--- src/rtl/wb_arbiter.sv ---
// wb_arbiter: merges ALU and load results into a single registered regfile write port.
// Latency: one edge from FIFO pop to o_we, so two edges from input handshake to o_we on an idle block.
// Backpressure: each port has its own FIFO. The port's ready is "FIFO not full" and is taken from registered pointers.
//
// Ports:
//   i_clk, i_reset (async, active-high)
//   i_alu_valid/o_alu_ready/i_alu_rd/i_alu_data : ALU result stream
//   i_ld_valid/o_ld_ready/i_ld_rd/i_ld_data     : load result stream
//   o_we/o_rd/o_data                            : registered regfile write port
//   o_pending                                   : either FIFO holds an entry

// wb_fifo: generic DEPTH-entry FIFO with registered full/empty flags.
// Latency: a push is visible at the output on the next edge. pop_dat always shows the head entry.
// Backpressure: pushes while full and pops while empty are ignored.
module wb_fifo #(
    parameter int WIDTH = 8,
    parameter int DEPTH = 2
) (
    input  logic             clk,
    input  logic             rst,
    input  logic             push_vld,
    input  logic [WIDTH-1:0] push_dat,
    input  logic             pop_vld,
    output logic [WIDTH-1:0] pop_dat,
    output logic             full,
    output logic             empty
);
    localparam int AW = $clog2(DEPTH);

    logic [WIDTH-1:0] mem [DEPTH];
    // An extra wrap bit tells full and empty apart.
    // The low bits index the storage modulo DEPTH.
    logic [AW:0]      wr_ptr;
    logic [AW:0]      rd_ptr;
    logic             push_ok;
    logic             pop_ok;

    assign empty   = (wr_ptr == rd_ptr);
    assign full    = (wr_ptr[AW] != rd_ptr[AW]) && (wr_ptr[AW-1:0] == rd_ptr[AW-1:0]);
    assign push_ok = push_vld && !full;
    assign pop_ok  = pop_vld && !empty;
    assign pop_dat = mem[rd_ptr[AW-1:0]];

    always_ff @(posedge clk or posedge rst) begin
        if (rst) begin
            wr_ptr <= '0;
            rd_ptr <= '0;
        end else begin
            if (push_ok) wr_ptr <= wr_ptr + 1'b1;
            if (pop_ok)  rd_ptr <= rd_ptr + 1'b1;
        end
    end

    always_ff @(posedge clk) begin
        if (push_ok) mem[wr_ptr[AW-1:0]] <= push_dat;
    end
endmodule

module wb_arbiter #(
    parameter int XLEN         = 64,
    parameter int DEPTH        = 2,
    parameter int STARVE_LIMIT = 3
) (
    input  logic            i_clk,
    input  logic            i_reset,
    input  logic            i_alu_valid,
    output logic            o_alu_ready,
    input  logic [4:0]      i_alu_rd,
    input  logic [XLEN-1:0] i_alu_data,
    input  logic            i_ld_valid,
    output logic            o_ld_ready,
    input  logic [4:0]      i_ld_rd,
    input  logic [XLEN-1:0] i_ld_data,
    output logic            o_we,
    output logic [4:0]      o_rd,
    output logic [XLEN-1:0] o_data,
    output logic            o_pending
);
    typedef struct packed {
        logic [4:0]      rd;
        logic [XLEN-1:0] data;
    } wb_entry_t;

    localparam int            SW         = (STARVE_LIMIT > 0) ? $clog2(STARVE_LIMIT + 1) : 1;
    localparam logic [SW-1:0] STARVE_MAX = SW'(STARVE_LIMIT);

    wb_entry_t     alu_push_dat;
    wb_entry_t     ld_push_dat;
    wb_entry_t     alu_pop_dat;
    wb_entry_t     ld_pop_dat;
    wb_entry_t     win_dat;
    logic          alu_full;
    logic          alu_empty;
    logic          ld_full;
    logic          ld_empty;
    logic          alu_pop;
    logic          ld_pop;
    logic [SW-1:0] starve_cnt;

    assign alu_push_dat = {i_alu_rd, i_alu_data};
    assign ld_push_dat  = {i_ld_rd, i_ld_data};

    wb_fifo #(.WIDTH($bits(wb_entry_t)), .DEPTH(DEPTH)) u_alu_fifo (
        .clk      (i_clk),
        .rst      (i_reset),
        .push_vld (i_alu_valid),
        .push_dat (alu_push_dat),
        .pop_vld  (alu_pop),
        .pop_dat  (alu_pop_dat),
        .full     (alu_full),
        .empty    (alu_empty)
    );

    wb_fifo #(.WIDTH($bits(wb_entry_t)), .DEPTH(DEPTH)) u_ld_fifo (
        .clk      (i_clk),
        .rst      (i_reset),
        .push_vld (i_ld_valid),
        .push_dat (ld_push_dat),
        .pop_vld  (ld_pop),
        .pop_dat  (ld_pop_dat),
        .full     (ld_full),
        .empty    (ld_empty)
    );

    // Readiness comes only from registered pointers.
    // A pop in the same cycle does not free a slot until the next edge.
    assign o_alu_ready = !alu_full;
    assign o_ld_ready  = !ld_full;
    assign o_pending   = !alu_empty || !ld_empty;

    // Loads normally win a tie because a dependent instruction is usually waiting on them.
    // Once the ALU has lost STARVE_LIMIT times in a row, the ALU wins.
    always_comb begin
        ld_pop  = !ld_empty && (alu_empty || (starve_cnt != STARVE_MAX));
        alu_pop = !alu_empty && !ld_pop;
        win_dat = ld_pop ? ld_pop_dat : alu_pop_dat;
    end

    always_ff @(posedge i_clk or posedge i_reset) begin
        if (i_reset) begin
            starve_cnt <= '0;
            o_we       <= 1'b0;
            o_rd       <= '0;
            o_data     <= '0;
        end else begin
            if (alu_empty || alu_pop) begin
                starve_cnt <= '0;
            end else if (starve_cnt != STARVE_MAX) begin
                starve_cnt <= starve_cnt + 1'b1;
            end

            // An entry for x0 is still popped, but it is dropped.
            // o_rd and o_data keep their previous values.
            o_we <= 1'b0;
            if ((alu_pop || ld_pop) && (win_dat.rd != 5'd0)) begin
                o_we   <= 1'b1;
                o_rd   <= win_dat.rd;
                o_data <= win_dat.data;
            end
        end
    end
endmodule

--- config.mk ---
export PLATFORM = sky130hd
export DESIGN_NAME = wb_arbiter
export DESIGN_NICKNAME = d
export VERILOG_FILES = /design/src/rtl/wb_arbiter.sv
export SDC_FILE = /design/constraint.sdc
export NUM_CORES = 1
export LEC_CHECK = 0
export CAP_MARGIN = 30
export CORE_MARGIN = 5
export CORE_UTILIZATION = 49
export DETAILED_ROUTE_END_ITERATION = 10
export HOLD_SLACK_MARGIN = 0.06
export PLACE_DENSITY = 0.74
export SLEW_MARGIN = 30
export SYNTH_ARGS = -nofsm -noshare
export SYNTH_HDL_FRONTEND = slang
export SYNTH_SLANG_ARGS = --single-unit
--- constraint.sdc ---
create_clock -name i_clk -period 5.85 [get_ports i_clk]
set_input_delay 1.17 -clock i_clk [delete_from_list [all_inputs] [get_ports i_clk]]
set_output_delay 1.17 -clock i_clk [all_outputs]
set_load 0.02 [all_outputs]
# Word-level counts from Yosys, hierarchy flattened
# Memories as Yosys holds them, arrays and structs flattened.
# Cells that the tools add are included.
totals:
  reg_bits: 80
  out_inout_bits: 73
  in_bits: 142
  elab_cells: 50
  n_memories: 2
  ram_bits: 276
classes:
  n_addsub: 5
  n_eq_ne: 7
  mux: 8
  n_reduce_logical: 20
memory_table:
  columns: ["name", "depth", "width", "rd", "rd_clocked_by_memory_dff", "write_ports", "line", "rtl"]
  rows:
  - ["u_alu_fifo.mem", 2, 69, 1, 0, 1, "30", "logic [WIDTH-1:0] mem [DEPTH];"]
  - ["u_ld_fifo.mem", 2, 69, 1, 0, 1, "30", null]
ops:
  columns: ["cell", "count"]
  rows:
  - ["$mux 69", 1]
  - ["$add 2x1->2 const B", 5]
  - ["$logic_and 1x1->1", 9]
  - ["$logic_not 1->1", 5]
  - ["$mux 1", 5]
  - ["$reduce_bool 5->1", 1]
  - ["$eq 2x2->1", 2]
  - ["$logic_or 1x1->1", 4]
  - ["$mux 2", 2]
  - ["$eq 1x1->1", 2]
  - ["$ne 1x1->1", 2]
  - ["$ne 2x2->1 const B", 1]
  - ["$reduce_bool 2->1", 1]

# Depth between registers and ports, before layout
# Gate-level depths: netlist of run 1.
logic_depth:
  ltp_word: 8
  mapped_depth: 8
  ltp_nobuf: 5

# By module
# Synthesis of run 1 repeated with hierarchy kept, for this count alone.
hier_totals:
  hier_cells: 823
  hier_area_um2: 14034.7
modules_own_cells:
  columns: ["mod", "cells_per_inst", "n_inst", "area_each_um2", "seq_area_each_um2"]
  rows:
  - ["wb_fifo", 242, 2, 5238.8, 4244.1]
  - ["wb_arbiter", 339, 1, 3557.2, 1801.7]

# Worst setup path after synthesis of run 1
# OpenSTA, ideal clock, no wires.
synth_path:
  path_type: "in2reg"
  from: "in i_ld_valid"
  to: "mem u_ld_fifo.mem[0][0] (netlist bit), enable pin"
  slack_ns: 1.220
  setup_ns: 0.496
  required_ns: 5.354
  n_path_buf: 0
  t_arrival_ns: 4.133
  cell_stages: 2
  path_cell_list: "nand2_1 nor2_1"
synth_via:
  elab_chain_len: 3
synth_rtl:
  columns: ["item", "line", "rtl"]
  rows:
  - ["start, declared", "70", "input logic i_ld_valid,"]
  - ["$logic_and 1x1->1", "40", "assign push_ok = push_vld && !full;"]
  - ["$mux 1", "55", "if (push_ok) mem[wr_ptr[AW-1:0]] <= push_dat;"]
  - ["$mux 1 (not written as such)", "55", null]
  - ["end, declared", "30", null]
# No other way between the ends.

# Worst setup path in the final report of run 1
layout_path:
  from: "reg u_ld_fifo.rd_ptr[0]"
  to: "out o_pending"
layout_via:
  elab_chain_len: 3
layout_rtl:
  columns: ["item", "line", "rtl"]
  rows:
  - ["start, declared", "34", "logic [AW:0] rd_ptr;"]
  - ["start signal, assigned", "50", "if (pop_ok) rd_ptr <= rd_ptr + 1'b1;"]
  - ["$eq 2x2->1", "38", "assign empty = (wr_ptr == rd_ptr);"]
  - ["$logic_not 1->1", "129", "assign o_pending = !alu_empty || !ld_empty;"]
  - ["$logic_or 1x1->1", "129", null]
  - ["end, declared", "77", "output logic o_pending"]
# No other way between the ends.

==> results of run 1 <==
==> layer usage <==
layer  global-route usage, %  routed length (um)  up-vias
met5                       0                  13        -
met4                    6.06                 698        2
met3                    4.18                2120       48
met2                    33.4               15700      289
met1                    26.9               13300     4220
li1                        -                   -     3850
==> path summary, 6_finish.rpt <==
check / startpoint / endpoint
max: u_ld_fifo.rd_ptr[0] / o_pending
min: starve_cnt[0] / starve_cnt[0]
max reg2reg: u_alu_fifo.rd_ptr[0] / o_data[46]
min reg2reg: starve_cnt[0] / starve_cnt[0]
max in group asynchronous: i_reset / u_ld_fifo.rd_ptr[0]
min in group asynchronous: i_reset / o_data[54]
==> registers in the layout, indices dropped and copies added (netlist names) <==
| name | cells |
|---|---|
| u_alu_fifo.mem | 138 |
| u_alu_fifo.wr_ptr | 2 |
| o_data | 64 |
| u_alu_fifo.rd_ptr | 2 |
| u_ld_fifo.wr_ptr | 2 |
| u_ld_fifo.mem | 138 |
| o_rd | 5 |
| u_ld_fifo.rd_ptr | 2 |
| starve_cnt | 2 |
| o_we | 1 |
==> where the power goes <==
part,switching [mW],total (mW),internal [mW]
Combinational,3.11,4.92,1.81
Sequential,0.400,4.20,3.80
Clock,0.886,2.15,1.26
Total,4.40,11.3,6.88
==> cells by family after synthesis <==
family | after synthesis | share of synthesized area (%)
AO/OA/AOI/OAI | 212 | 11.8
XOR/XNOR | 13 | 0.830
adder cells (fa/ha/maj) | 1 | 0.0912
buffers and inverters | 70 | 2.22
flip-flops | 356 | 75.0
multiplexers | 9 | 0.656
AND/OR/NAND/NOR | 226 | 9.42
==> metrics by stage <==
stage               instances  worst slack, ns  instance area, um^2
detailed placement       1426             2.49                16300
global placement         1422             2.50                16200
global route             1490             1.72                17400
floorplan                 887             1.22                13700
CTS                      1490             1.95                17400
finish                   1490             1.95                17400
==> cell usage after synthesis (all sizes together) <==
cell type	count	area (um^2)
or4	4	30.0
o32a	1	10.0
xor2	4	35.0
a32oi	1	8.76
a21o	1	15.0
a21bo	1	10.0
nor2	8	30.0
a211oi	128	961
a31o	1	8.76
ha	1	12.5
mux2i	9	90.1
nor3	1	5.00
and2	2	12.5
xnor2	9	78.8
clkbuf	47	176
o31ai	64	480
a21oi	4	31.3
o21ai	2	10.0
dfrtp	80	2000
and3	3	18.8
buf	18	110
edfxtp	276	8290
or4b	1	10.0
o211ai	3	32.5
nor2b	128	801
nand3	65	325
o22a	1	8.76
inv	5	18.8
nand2b	3	18.8
o32ai	1	8.76
a22o	4	35.0
nand2	11	41.3
==> area by class of cell <==
type | instances | area (um^2)
sequential | 356 | 10300
timing repair buffer | 226 | 2330
clock inverter | 11 | 80.1
fill | 2033 | 10300
multi-input combinational | 461 | 3190
tap | 378 | 473
clock buffer | 53 | 1030
inverter | 5 | 21.3
==> critical path: cells and delay by family, from the launching register on <==
family | cells | cell delay [ns]
xor+xnor | 1 | 0.29
buf+inv | 2 | 0.64
flops | 1 | 0.63
simple gates | 2 | 0.68
==> results_dict.tcl, run 1 <==
set metrics [dict create \
    antenna_found_initial 1 \
    peakVddDrop_uv 1070 \
    fin_crit_ns 3.90 \
    cts_tree "built" \
    avgRoutedWirePerCell_um 21.4 \
    grt_pass1_wl_mm 48.6 \
    drv_slew 0 \
    finalHoldViolations 0 \
    fin_nets 1229 \
    grt-ovfl-total 0 \
    status "completed" \
    die_w_um 177 \
    crit_slowest_cell "dfrtp_4" \
    p_total_mw 11.3 \
    post_cts_resized 0 \
    cts.path.max_buffers 3 \
    cpPeakStageDelay_ns 0.63 \
    utilization_pct 62.9 \
    r2r_slack_ns 2.68 \
    vias 8409 \
    p_leak_nw 5.84 \
    required_ns 4.68 \
    h-tree-depth 2 \
    clk_pin_slew_ns 0.06 \
    rsz0062_at_grt "false" \
    syn_inst 887 \
    timing.hold.ws_ns 0.473 \
    synth_warnings 0 \
    netlist_area_mm2 0.0137 \
    fin_skew_ns 0.0112 \
    maxCapViolations 0 \
    final_common_cell "edfxtp_1" \
    synth_cell_types 38 \
    drt_iter0_markers 620 \
    min_path_type "flip-flop to flip-flop" \
    diodes 0 \
    crit_type "flip-flop to primary output" \
    die_area_mm2 0.0315 \
    rows 61 \
    clock_sinks 356 \
    port-buffer-count 214 \
    crit_path_cell_trace "xnor2_1 -> nand2_1 -> nor2_1 -> inv_1 -> clkdlybuf4s50_1" \
    syn_to_final_growth_pct 26.9 \
    syn_area_per_cell_um2 15.5 \
    min_path_cells 1 \
    core_mm2 0.0277 \
    dr.pass1.iters 5 \
    postCtsSetupRepairBufs 0 \
    finalSetupTns_ns 0 \
    slew_headroom_pct 39.7 \
    ys_seq_area_share_pct 75.0 \
    min_period_over_period_pct 66.7 \
    first_global_vias 8535 \
    ys_ff_latch 356 \
    start_util_pct 49.5 \
    place.gp.congestion 0.767 \
    fmax_ghz 0.256 \
    arrival_ns 2.73 \
    routed_via_density 5.64 \
    worst-slew-pin-transition_ns 0.904 \
    grt_max_degree 110 \
    path_max_fanout 30 \
    drive_gt1_share_pct 6.65 \
    routed_wl_mm 31.8 \
    track_usage_pct 20.1 \
    hold_buffers 0 \
    power_density_mw_per_mm2 647 \
    setup_viol 0 \
    clkLatencyLatePin_ns 0.50 \
    drcViolationCount 0 \
    cp-start-kind "flip-flop" \
    clock_tree.root_cell "clkbuf_16" \
    reg2reg_depth 6 \
    end_kind "primary output" \
    fp.dieH_um 177 \
    cts_buffers 36 \
    synth_fp_nets 1030 \
    num_io_pins 215 \
    layout_common_cells "edfxtp_1 (276), clkdlybuf4s50_1 (214), nor2b_1 (128), a211oi_1 (128), dfrtp_1 (78)" \
    hpwl_mm 19.1 \
    detail-route-antenna-nets 0 \
]
(Power assumes the default switching activity.)
==> run 2, diff against run 1 <==
--- a/config.mk
+++ b/config.mk
@@ -7,10 +7,10 @@
 export LEC_CHECK = 0
 export CAP_MARGIN = 30
 export CORE_MARGIN = 5
-export CORE_UTILIZATION = 49
+export CORE_UTILIZATION = 48
 export DETAILED_ROUTE_END_ITERATION = 10
 export HOLD_SLACK_MARGIN = 0.06
-export PLACE_DENSITY = 0.74
+export PLACE_DENSITY = 0.75
 export SLEW_MARGIN = 30
 export SYNTH_ARGS = -nofsm -noshare
 export SYNTH_HDL_FRONTEND = slang
==> constraint.sdc (replaced) <==
create_clock -name i_clk -period 3.2 [get_ports i_clk]
set_input_delay 0.64 -clock i_clk [delete_from_list [all_inputs] [get_ports i_clk]]
set_output_delay 0.64 -clock i_clk [all_outputs]
set_load 0.02 [all_outputs]
==> results_dict.tcl, run 2 (synthesis gave the netlist of run 1 again) <==
set metrics [dict create \
    first_global_vias 8733 \
    p_leak_nw 5.92 \
    cts_tree "built" \
    hold_buffers 0 \
    rows 62 \
    placed_cells 1442 \
    fin_ws_ns 0.152 \
    grt_pass1_wl_mm 49.0 \
    clock_tree.root_cell "clkbuf_16" \
    min_path_type "flip-flop to flip-flop" \
    comb_power_share_pct 44.1 \
    cp-start-kind "flip-flop" \
    fill_cells 2114 \
    clkLatencyLatePin_ns 0.50 \
    critPathTopFamily "buffers and inverters" \
    detail-route-antenna-nets 0 \
    fin_crit_ns 3.05 \
    cts_buffers 37 \
    core_mm2 0.0285 \
    fin_nets 1240 \
    r2r_start "u_alu_fifo.rd_ptr[0]" \
    antenna_found_initial 1 \
    num_io_pins 215 \
    fp.dieH_um 179 \
    layout_common_cells "edfxtp_1 (276), clkdlybuf4s50_1 (214), nor2b_1 (128), a211oi_1 (128), dfrtp_1 (78)" \
    p_sw_mw 8.08 \
    drive_gt1_share_pct 7.48 \
    place.gp.congestion 0.781 \
    seq_power_share_pct 35.8 \
    status "completed" \
    p_total_mw 21.1 \
    clk_pin_slew_ns 0.05 \
    avgRoutedWirePerCell_um 21.2 \
    die_area_mm2 0.0321 \
    power_density_mw_per_mm2 1200 \
    crit_type "flip-flop to primary output" \
    path_max_fanout 6 \
    final_common_cell "edfxtp_1" \
    slew_headroom_pct 47.7 \
    track_usage_pct 19.8 \
    cts.path.max_buffers 3 \
    port-buffer-count 214 \
    rsz0062_at_grt "false" \
    peakVddDrop_uv 1100 \
    maxCapViolations 0 \
    place_ws_ns 0.530 \
    utilization_pct 61.7 \
    routed_via_density 5.58 \
    worstSetupStartpoint "u_ld_fifo.rd_ptr[0]" \
    diodes 0 \
    finalHoldViolations 0 \
    finalSetupTns_ns 0 \
    drt_iter0_markers 468 \
    setup_viol 0 \
    grt-ovfl-total 0 \
    fin_cells 1507 \
    p_int_mw 13.0 \
    grt_max_degree 75 \
    swShare_pct 38.3 \
    dr.pass1.iters 5 \
    crit_path_cell_trace "xnor2_1 -> nand2_1 -> nor2_2 -> inv_1 -> clkdlybuf4s50_1" \
    start_util_pct 48.2 \
    p_clk_share_pct 20.0 \
    hpwl_mm 19.7 \
    syn_to_final_growth_pct 28.0 \
    clock_sinks 356 \
    fin_area_mm2 0.0176 \
    worst-slew-pin-transition_ns 0.784 \
    fmax_ghz 0.328 \
    arrival_ns 2.41 \
    post_cts_resized 0 \
    path_buf_inv 2 \
    required_ns 2.56 \
    postCtsSetupRepairBufs 0 \
    h-tree-depth 2 \
    drcViolationCount 0 \
    routed_wl_mm 32.0 \
    drv_slew 0 \
    timing.hold.ws_ns 0.445 \
    cpPeakStageDelay_ns 0.55 \
    end_kind "primary output" \
    fin_skew_ns 0.00963 \
    crit_slowest_cell "clkdlybuf4s50_1" \
    vias 8412 \
    dpl_cell_area_mm2 0.0164 \
    die_w_um 179 \
    min_from "starve_cnt[0]" \
    min_period_over_period_pct 95.2 \
]
-- run 2: cell count changes in the layout (fill, tap and decap cells not counted), moves of 3 or more --
cell | previous run | this run
buf_4 | 4 | 15
buf_16 | 3 | 0
buf_6 | 3 | 0
bufinv_16 | 1 | 5
buf_12 | 2 | 7
-- run 2: path summary, 6_finish.rpt --
path,to,slack (ns),cells past startpoint
max,o_pending,0.15,5
min,starve_cnt[0],0.44,1
max reg2reg,o_data[7],0.55,6
min reg2reg,starve_cnt[0],0.44,1
max in group asynchronous,o_data[20],2.12,3
min in group asynchronous,o_data[48],0.55,2
-- run 2: final cells by class --
type | instances | area [um^2] | area share, %
Clock inverter | 12 | 181 | 1.03
Clock buffer | 53 | 1010 | 5.73
Inverter | 5 | 21.3 | 0.121
Sequential cell | 356 | 10300 | 58.6
Tap cell | 384 | 480 | 2.74
Multi-Input combinational cell | 461 | 3180 | 18.1
Timing Repair Buffer | 236 | 2390 | 13.6
-- run 2: routing by layer --
metal  track usage [%]  part of all wire [%]  vias up
met1              26.1                    41     4213
met5                 0                 0.041        -
met2              33.6                    50      284
met3              4.18                   6.7       53
met4              5.20                   2.0        2
li1                  -                     -     3860
-- run 2: power groups by stage --
stage | Sequential [mW] | Combinational [mW] | Clock, mW
3_3_place_gp | 7.59 | 9.15 | 0
6_report | 7.57 | 9.32 | 4.23
4_1_cts | 7.57 | 9.47 | 4.31
3_5_place_dp | 7.64 | 9.46 | 0
2_1_floorplan | 8.07 | 5.58 | 0
5_1_grt | 7.70 | 10.2 | 4.50
